### config.mk
export PLATFORM = sky130hd
export DESIGN_NAME = uart_reg_master_flat
export DESIGN_NICKNAME = d
export VERILOG_FILES = /design/src/rtl/uart_reg_master_if.sv /design/src/rtl/uart_reg_master.sv /design/src/flat_wrapper.sv
export SDC_FILE = /design/constraint.sdc
export NUM_CORES = 1
export LEC_CHECK = 0
export ABC_AREA = 1
export CAP_MARGIN = 20
export CORE_MARGIN = 2
export CORE_UTILIZATION = 32
export CTS_CLUSTER_SIZE = 8
export DETAILED_ROUTE_END_ITERATION = 7
export GPL_ROUTABILITY_DRIVEN = 0
export MAX_ROUTING_LAYER = met4
export PLACE_DENSITY = 0.6
export SLEW_MARGIN = 25
export SYNTH_ARGS = -nofsm -noshare
export SYNTH_HDL_FRONTEND = slang
export SYNTH_SLANG_ARGS = --single-unit
### constraint.sdc
create_clock -name clock -period 6 [get_ports clock]
set_input_delay 1.8 -clock clock [delete_from_list [all_inputs] [get_ports clock]]
set_output_delay 1.8 -clock clock [all_outputs]
set_load 0.01 [all_outputs]
### src/rtl/uart_reg_master_if.sv
// uart_reg_master_if: request/response port of the UART register initiator.
//   req_valid/req_ready   valid/ready handshake for one register access
//   req_write/req_addr    access type (1 = write) and register index
//   req_wdata             write data
//   resp_valid            one-cycle completion pulse
//   resp_error/resp_rdata completion status and read data, qualified by resp_valid
//   master modport: the requester; slave modport: uart_reg_master
interface uart_reg_master_if #(
  parameter int DW = 32
);
  logic          req_valid;
  logic          req_ready;
  logic          req_write;
  logic [6:0]    req_addr;
  logic [DW-1:0] req_wdata;
  logic          resp_valid;
  logic          resp_error;
  logic [DW-1:0] resp_rdata;
  modport master (
    output req_valid, req_write, req_addr, req_wdata,
    input  req_ready, resp_valid, resp_error, resp_rdata
  );
  modport slave (
    input  req_valid, req_write, req_addr, req_wdata,
    output req_ready, resp_valid, resp_error, resp_rdata
  );
endinterface

### src/rtl/uart_reg_master.sv
// uart_reg_master: serializes register read/write requests into UART bytes and parses the replies.
//   clock                 sole clock, rising edge
//   srst                  asynchronous active-high reset
//   bus                   request/response port (uart_reg_master_if.slave)
//   uart_tx_value(_write) byte to send and its one-cycle load strobe
//   uart_tx_value_done    transmitter finished the current byte
//   uart_rx_value(_ready) received byte and its one-cycle qualifier
module uart_reg_master #(
  parameter int NUM_BYTES_PER_REG = 4,
  parameter int NUM_REGISTERS     = 8,
  parameter int TIMEOUT_CYCLES    = 1_000_000
) (
  input  logic             clock,
  input  logic             srst,
  uart_reg_master_if.slave bus,
  output logic [7:0]       uart_tx_value,
  output logic             uart_tx_value_write,
  input  logic             uart_tx_value_done,
  input  logic [7:0]       uart_rx_value,
  input  logic             uart_rx_value_ready
);
  localparam int DW = 8 * NUM_BYTES_PER_REG;
  localparam int CW = $clog2(NUM_BYTES_PER_REG + 1);
  localparam int TW = $clog2(TIMEOUT_CYCLES);
  localparam logic [CW-1:0] WR_BYTES = CW'(NUM_BYTES_PER_REG);
  localparam logic [CW-1:0] LAST_RX  = CW'(NUM_BYTES_PER_REG - 1);
  // Timeout fires on the edge where the counter would reach TIMEOUT_CYCLES-1.
  localparam logic [TW-1:0] TMO_PRE  = TW'(TIMEOUT_CYCLES - 2);

  typedef enum logic [2:0] {IDLE, TX, TX_WAIT, RX, DONE} state_t;

  state_t        state;
  logic          write_q;
  logic [7:0]    cmd_q;
  logic [DW-1:0] tx_shift;
  logic [DW-1:0] rx_buf;
  logic [DW-1:0] rx_next;
  logic [CW-1:0] tx_left;
  logic [CW-1:0] rx_count;
  logic [TW-1:0] tmo_cnt;
  logic          in_range;

  // Bytes arrive LSB first, so each new byte enters at the top and slides down.
  assign rx_next  = DW'({uart_rx_value, rx_buf} >> 8);
  assign in_range = int'(bus.req_addr) < NUM_REGISTERS;

  always_ff @(posedge clock or posedge srst)
    if (srst) begin
      state               <= IDLE;
      bus.req_ready       <= 1'b0;
      bus.resp_valid      <= 1'b0;
      bus.resp_error      <= 1'b0;
      bus.resp_rdata      <= '0;
      uart_tx_value       <= '0;
      uart_tx_value_write <= 1'b0;
      write_q             <= 1'b0;
      cmd_q               <= '0;
      tx_shift            <= '0;
      rx_buf              <= '0;
      tx_left             <= '0;
      rx_count            <= '0;
      tmo_cnt             <= '0;
    end else begin
      uart_tx_value_write <= 1'b0;
      bus.resp_valid      <= 1'b0;
      case (state)
        IDLE: begin
          bus.req_ready <= 1'b1;
          if (bus.req_valid && bus.req_ready) begin
            bus.req_ready <= 1'b0;
            write_q       <= bus.req_write;
            cmd_q         <= {bus.req_write, bus.req_addr};
            tx_shift      <= bus.req_wdata;
            tx_left       <= bus.req_write ? WR_BYTES : '0;
            rx_buf        <= '0;
            rx_count      <= '0;
            if (in_range) begin
              // Strobe is registered on entry so it is high throughout TX.
              state               <= TX;
              uart_tx_value       <= {bus.req_write, bus.req_addr};
              uart_tx_value_write <= 1'b1;
            end else begin
              state          <= DONE;
              bus.resp_valid <= 1'b1;
              bus.resp_error <= 1'b1;
              bus.resp_rdata <= '0;
            end
          end
        end
        TX: state <= TX_WAIT;
        TX_WAIT:
          if (uart_tx_value_done) begin
            if (tx_left == '0) begin
              state   <= RX;
              tmo_cnt <= '0;
            end else begin
              state               <= TX;
              tx_left             <= tx_left - 1'b1;
              uart_tx_value       <= tx_shift[7:0];
              tx_shift            <= tx_shift >> 8;
              uart_tx_value_write <= 1'b1;
            end
          end
        RX:
          // A byte on the expiry edge wins over the timeout.
          if (uart_rx_value_ready) begin
            tmo_cnt  <= '0;
            rx_count <= rx_count + 1'b1;
            rx_buf   <= rx_next;
            if (write_q) begin
              state          <= DONE;
              bus.resp_valid <= 1'b1;
              bus.resp_error <= uart_rx_value != cmd_q;
              bus.resp_rdata <= '0;
            end else if (rx_count == LAST_RX) begin
              state          <= DONE;
              bus.resp_valid <= 1'b1;
              bus.resp_error <= 1'b0;
              bus.resp_rdata <= rx_next;
            end
          end else if (tmo_cnt == TMO_PRE) begin
            state          <= DONE;
            bus.resp_valid <= 1'b1;
            bus.resp_error <= 1'b1;
            bus.resp_rdata <= '0;
          end else
            tmo_cnt <= tmo_cnt + 1'b1;
        DONE: begin
          state         <= IDLE;
          bus.req_ready <= 1'b1;
        end
        default: state <= IDLE;
      endcase
    end
endmodule
### src/flat_wrapper.sv
// flat-port wrapper written by rule: the top's interface ports become plain ports
module uart_reg_master_flat 
#(
  parameter int NUM_BYTES_PER_REG = 4,
  parameter int NUM_REGISTERS     = 8,
  parameter int TIMEOUT_CYCLES    = 1_000_000
)
  (clock, srst, uart_tx_value, uart_tx_value_write, uart_tx_value_done, uart_rx_value, uart_rx_value_ready, bus_req_valid, bus_req_write, bus_req_addr, bus_req_wdata, bus_req_ready, bus_resp_valid, bus_resp_error, bus_resp_rdata);
  uart_reg_master_if bus_i ();
  input  logic clock;
  input  logic srst;
  output logic [7:0] uart_tx_value;
  output logic uart_tx_value_write;
  input  logic uart_tx_value_done;
  input  logic [7:0] uart_rx_value;
  input  logic uart_rx_value_ready;
  input wire logic [$bits(bus_i.req_valid)-1:0] bus_req_valid;
  input wire logic [$bits(bus_i.req_write)-1:0] bus_req_write;
  input wire logic [$bits(bus_i.req_addr)-1:0] bus_req_addr;
  input wire logic [$bits(bus_i.req_wdata)-1:0] bus_req_wdata;
  output wire logic [$bits(bus_i.req_ready)-1:0] bus_req_ready;
  output wire logic [$bits(bus_i.resp_valid)-1:0] bus_resp_valid;
  output wire logic [$bits(bus_i.resp_error)-1:0] bus_resp_error;
  output wire logic [$bits(bus_i.resp_rdata)-1:0] bus_resp_rdata;
  assign bus_i.req_valid = bus_req_valid;
  assign bus_i.req_write = bus_req_write;
  assign bus_i.req_addr = bus_req_addr;
  assign bus_i.req_wdata = bus_req_wdata;
  assign bus_req_ready = bus_i.req_ready;
  assign bus_resp_valid = bus_i.resp_valid;
  assign bus_resp_error = bus_i.resp_error;
  assign bus_resp_rdata = bus_i.resp_rdata;
  uart_reg_master #(.NUM_BYTES_PER_REG(NUM_BYTES_PER_REG), .NUM_REGISTERS(NUM_REGISTERS), .TIMEOUT_CYCLES(TIMEOUT_CYCLES)) u_core (.clock(clock), .srst(srst), .bus(bus_i), .uart_tx_value(uart_tx_value), .uart_tx_value_write(uart_tx_value_write), .uart_tx_value_done(uart_tx_value_done), .uart_rx_value(uart_rx_value), .uart_rx_value_ready(uart_rx_value_ready));
endmodule
==> flow_summary_export.csv <==
group,metric,value,unit
layout,ff_latch_area,3428,sq um
pwr,p_comb_share,34.7,%
min_path,hold_class,"reg -> reg",
setup_path,cp-end-kind,"flop",
layout,diodes,0,
sta,post-route-min-period,3375,ps
placement,place_inst,1216,
clock_tree,cts_buffer_depth,2,
clock_tree,tritoncts,"done",
global_routing,overflow,0,
sta,period_share,56.26,%
detailed_routing,dr.pass1.iters,7,
layout,syn2layout_area_growth,22.71,%
detailed_routing,drtIter0Drc,364,
yosys,synthDistinctLibCells,35,
setup_path,cp.depth,6,
pwr,intPower,0.002108,W
clock_tree,numCtsBuffers,17,
yosys,syn-num-nets,932,
floorplanning,die_w,152.2,um
yosys,yosysMostFrequentCell,"nand2_1",
clock_tree,clk_pin_slew,60,ps
setup_path,cp.required,6260,ps
clock_tree,postCtsHoldBufs,0,
setup_path,reg2reg_depth,7,
pwr,seqPwrFrac,35.8,%
sta,hold_viol_final,0,
yosys,netlist.top_cell.by_area,"dfrtp_1",
pwr,peakVddDrop,0.0003338,V
clock_tree,post_cts_buffers,0,
layout,fill_cells,2199,
yosys,synth-edff-count,0,
setup_path,r2r-start,"u_core.state[0]",
setup_path,r2r-end,"u_core.tx_shift[31]",
clock_tree,clock_latency,420,ps
layout,final_cells,1247,
placement,dpl.hpwl,11100,um
sta,setup_viol,0,
setup_path,cp.arrival,3640,ps
sta,worst_pin_slew,912.8,ps
setup_path,cp_slowest_stage_delay,740,ps
global_routing,grt_pass1_vias,5565,
sta,finClkSkew,9.004,ps
pwr,clkPwrFrac,29.5,%
detailed_routing,drt-total-wl,16370,um
setup_path,critPathCapture,"u_core.tx_shift[31]",
setup_path,cp_max_fo,62,
clock_tree,cts.sinks,137,
detailed_routing,ant_nets,0,
detailed_routing,detail_route.wl_per_cell,13.12,um
floorplanning,fp.dieH,152.2,um
clock_tree,cts_resized,0,
yosys,synth-main-ff-cell,"dfrtp_1",
sta,max_freq,296.3,MHz
detailed_routing,via_per_inst,4.532,
detailed_routing,vias,5652,
layout,fin_nets,1015,
yosys,mappedNetlistArea,7024,sq um
detailed_routing,drc,0,
sta,rsz0062_at_grt,"false",
global_routing,grt_pass1_wl,28160,um
sta,max_slew_margin,39.15,%
setup_path,rrSetupSlack,3450,ps
floorplanning,start_util,32.39,%
setup_path,critical_path_class,"in -> reg",
yosys,synth_common_cells,"nand2_1, dfrtp_1, inv_1",
setup_path,critPathLaunchType,"input pin",
setup_path,crit_path_start,"bus_req_valid",
global_routing,grt_max_degree,90,
layout,final_util,39.74,%
placement,port_buffers,96,
yosys,yosysTopAreaCellShare,48.81,%
setup_path,cp_slowest_cell,"nor2_8",
global_routing,track_usage,15.26,%
setup_path,cp_top_family,"simple AND/OR/NAND/NOR gates",
floorplanning,io_pins,97,
sta,drv_slew,0,
yosys,synth-seq-cells,137,
setup_path,crit_buf_inv,1,
layout,final_layout_size_suffix_gt1_share,10.75,%
yosys,synth_seq_area_share,48.81,%
pwr,switching_share,38.16,%
layout,multi_input_area,2879,sq um
clock_tree,ctsRootBufferMaster,"clkbuf_16",
floorplanning,rows,54,
sta,setup_tns,0,ps
floorplanning,core-area,21690,sq um
pwr,power.density,395.4,nW/um^2
yosys,syn_inst,872,
outcome,status,"finished clean",
yosys,avgSynthCellArea,8.055,sq um
floorplanning,die-area,23150,sq um
global_routing,antenna_found_initial,0,
setup_path,path_cells,"clkdlybuf4s50_1, nand2_1, nand2_2, o21ai_2, nor2_8, o21ai_0",
yosys,yosys-top-cells-area,"dfrtp_1, nand2_1, inv_1",
pwr,p_leak,4.102,nW
yosys,ys_warn_count,0,
job,cap_viol_max_count,0,
pwr,p_switching,0.001300,W
clock_tree,cts.htree.levels,4,
yosys,async_reset_ff_share,100.0,%
[per-stage QoR]
step | total power (W) | hold slack, ps | cell area, sq um | setup slack [ps]
floorplan | 0.002258 | 463.9 | 7024 | 532.2
global placement | 0.002410 | 463.4 | 8061 | 2257
detailed placement | 0.002431 | 468.3 | 8061 | 2201
CTS | 0.003450 | 483.8 | 8620 | 2626
global route | 0.003652 | 494.6 | 8620 | 2467
finish | 0.003408 | 477.9 | 8620 | 2625
[state kept, by name, summed over array words and instances (netlist names), 3 cells and up]
register	count
u_core.bus.resp_rdata	32
u_core.cmd_q	8
u_core.rx_buf	24
u_core.rx_count	3
u_core.state	3
u_core.tmo_cnt	20
u_core.tx_left	3
u_core.tx_shift	32
u_core.uart_tx_value	8
[placed cells by master (no fill, tap or decap), types with 2 or more instances in the layout]
| cell type | count |
|---|---|
| clkbuf_8 | 2 |
| inv_4 | 2 |
| ha_1 | 7 |
| nor2_8 | 2 |
| inv_6 | 2 |
| inv_2 | 4 |
| dfrtp_1 | 137 |
| o21ai_2 | 24 |
| buf_4 | 2 |
| nor2_1 | 87 |
| nand2_1 | 283 |
| clkinv_4 | 5 |
| clkbuf_1 | 3 |
| nor3_1 | 2 |
| nand3_4 | 4 |
| a21oi_1 | 10 |
| o22ai_1 | 24 |
| clkinvlp_4 | 2 |
| nand3_1 | 46 |
| o21ai_0 | 61 |
| inv_1 | 102 |
| clkbuf_16 | 17 |
| clkdlybuf4s50_1 | 96 |
| nor2_2 | 3 |
| or2_2 | 4 |
| nand2_4 | 5 |
| nand2_2 | 16 |
| nor2_4 | 4 |
| o21a_1 | 2 |
[layout make-up]
cell class                 instances  share of cell area [%]
clock buffer                      22                   5.385
timing repair buffer              98                   11.32
multi-input combinational        591                   33.40
inverter                         110                   4.964
tap                              280                   4.064
sequential                       137                   39.77
clock inverter                     9                   1.089
[worst min path at each step]
stage                              start                        end  slack [ps]  cells after the start
2_1_floorplan         u_core.tmo_cnt[19]         u_core.tmo_cnt[19]         460                      2
3_3_place_gp    u_core.bus.resp_rdata[0]   u_core.bus.resp_rdata[0]         460                      2
3_5_place_dp   u_core.bus.resp_rdata[18]  u_core.bus.resp_rdata[18]         470                      2
4_1_cts         u_core.bus.resp_rdata[1]   u_core.bus.resp_rdata[1]         480                      2
5_1_grt        u_core.bus.resp_rdata[10]  u_core.bus.resp_rdata[10]         490                      2
6_report       u_core.bus.resp_rdata[11]  u_core.bus.resp_rdata[11]         480                      2
[layer usage]
metal | track usage (%) | vias up | share of wire [%]
li1 | - | 2891 | -
met1 | 20.84 | 2621 | 50
met5 | - | - | 0
met3 | 3.470 | 15 | 3.8
met4 | 3.827 | 0 | 0.80
met2 | 23.10 | 125 | 45
[cells by family after synthesis]
kind of cell | Yosys count | share of synthesized area, %
AOI/OAI and AO/OA | 125 | 11.10
buffers and inverters | 144 | 10.21
xor gates and xnor gates | 2 | 0.2494
DFF | 137 | 48.81
and+or+nand+nor | 457 | 28.39
adders and majority gates | 7 | 1.247
[power groups by stage]
stage / Sequential (W) / Clock, W / Combinational, W
6_report: 0.00122 / 0.00100 / 0.00118
5_1_grt: 0.00124 / 0.00106 / 0.00135
4_1_cts: 0.00122 / 0.00102 / 0.00120
3_5_place_dp: 0.00124 / 0 / 0.00119
3_3_place_gp: 0.00124 / 0 / 0.00117
2_1_floorplan: 0.00123 / 0 / 0.00103
[worst register-to-register path, cell delays in order (launching register included)]
cell and delay (ps):
dfrtp_1 480, inv_2 120, nand3_4 470, inv_4 200, nand3_4 130, nand2_2 90
nor2_8 680, o21ai_0 220
(Power assumes the default switching activity.)
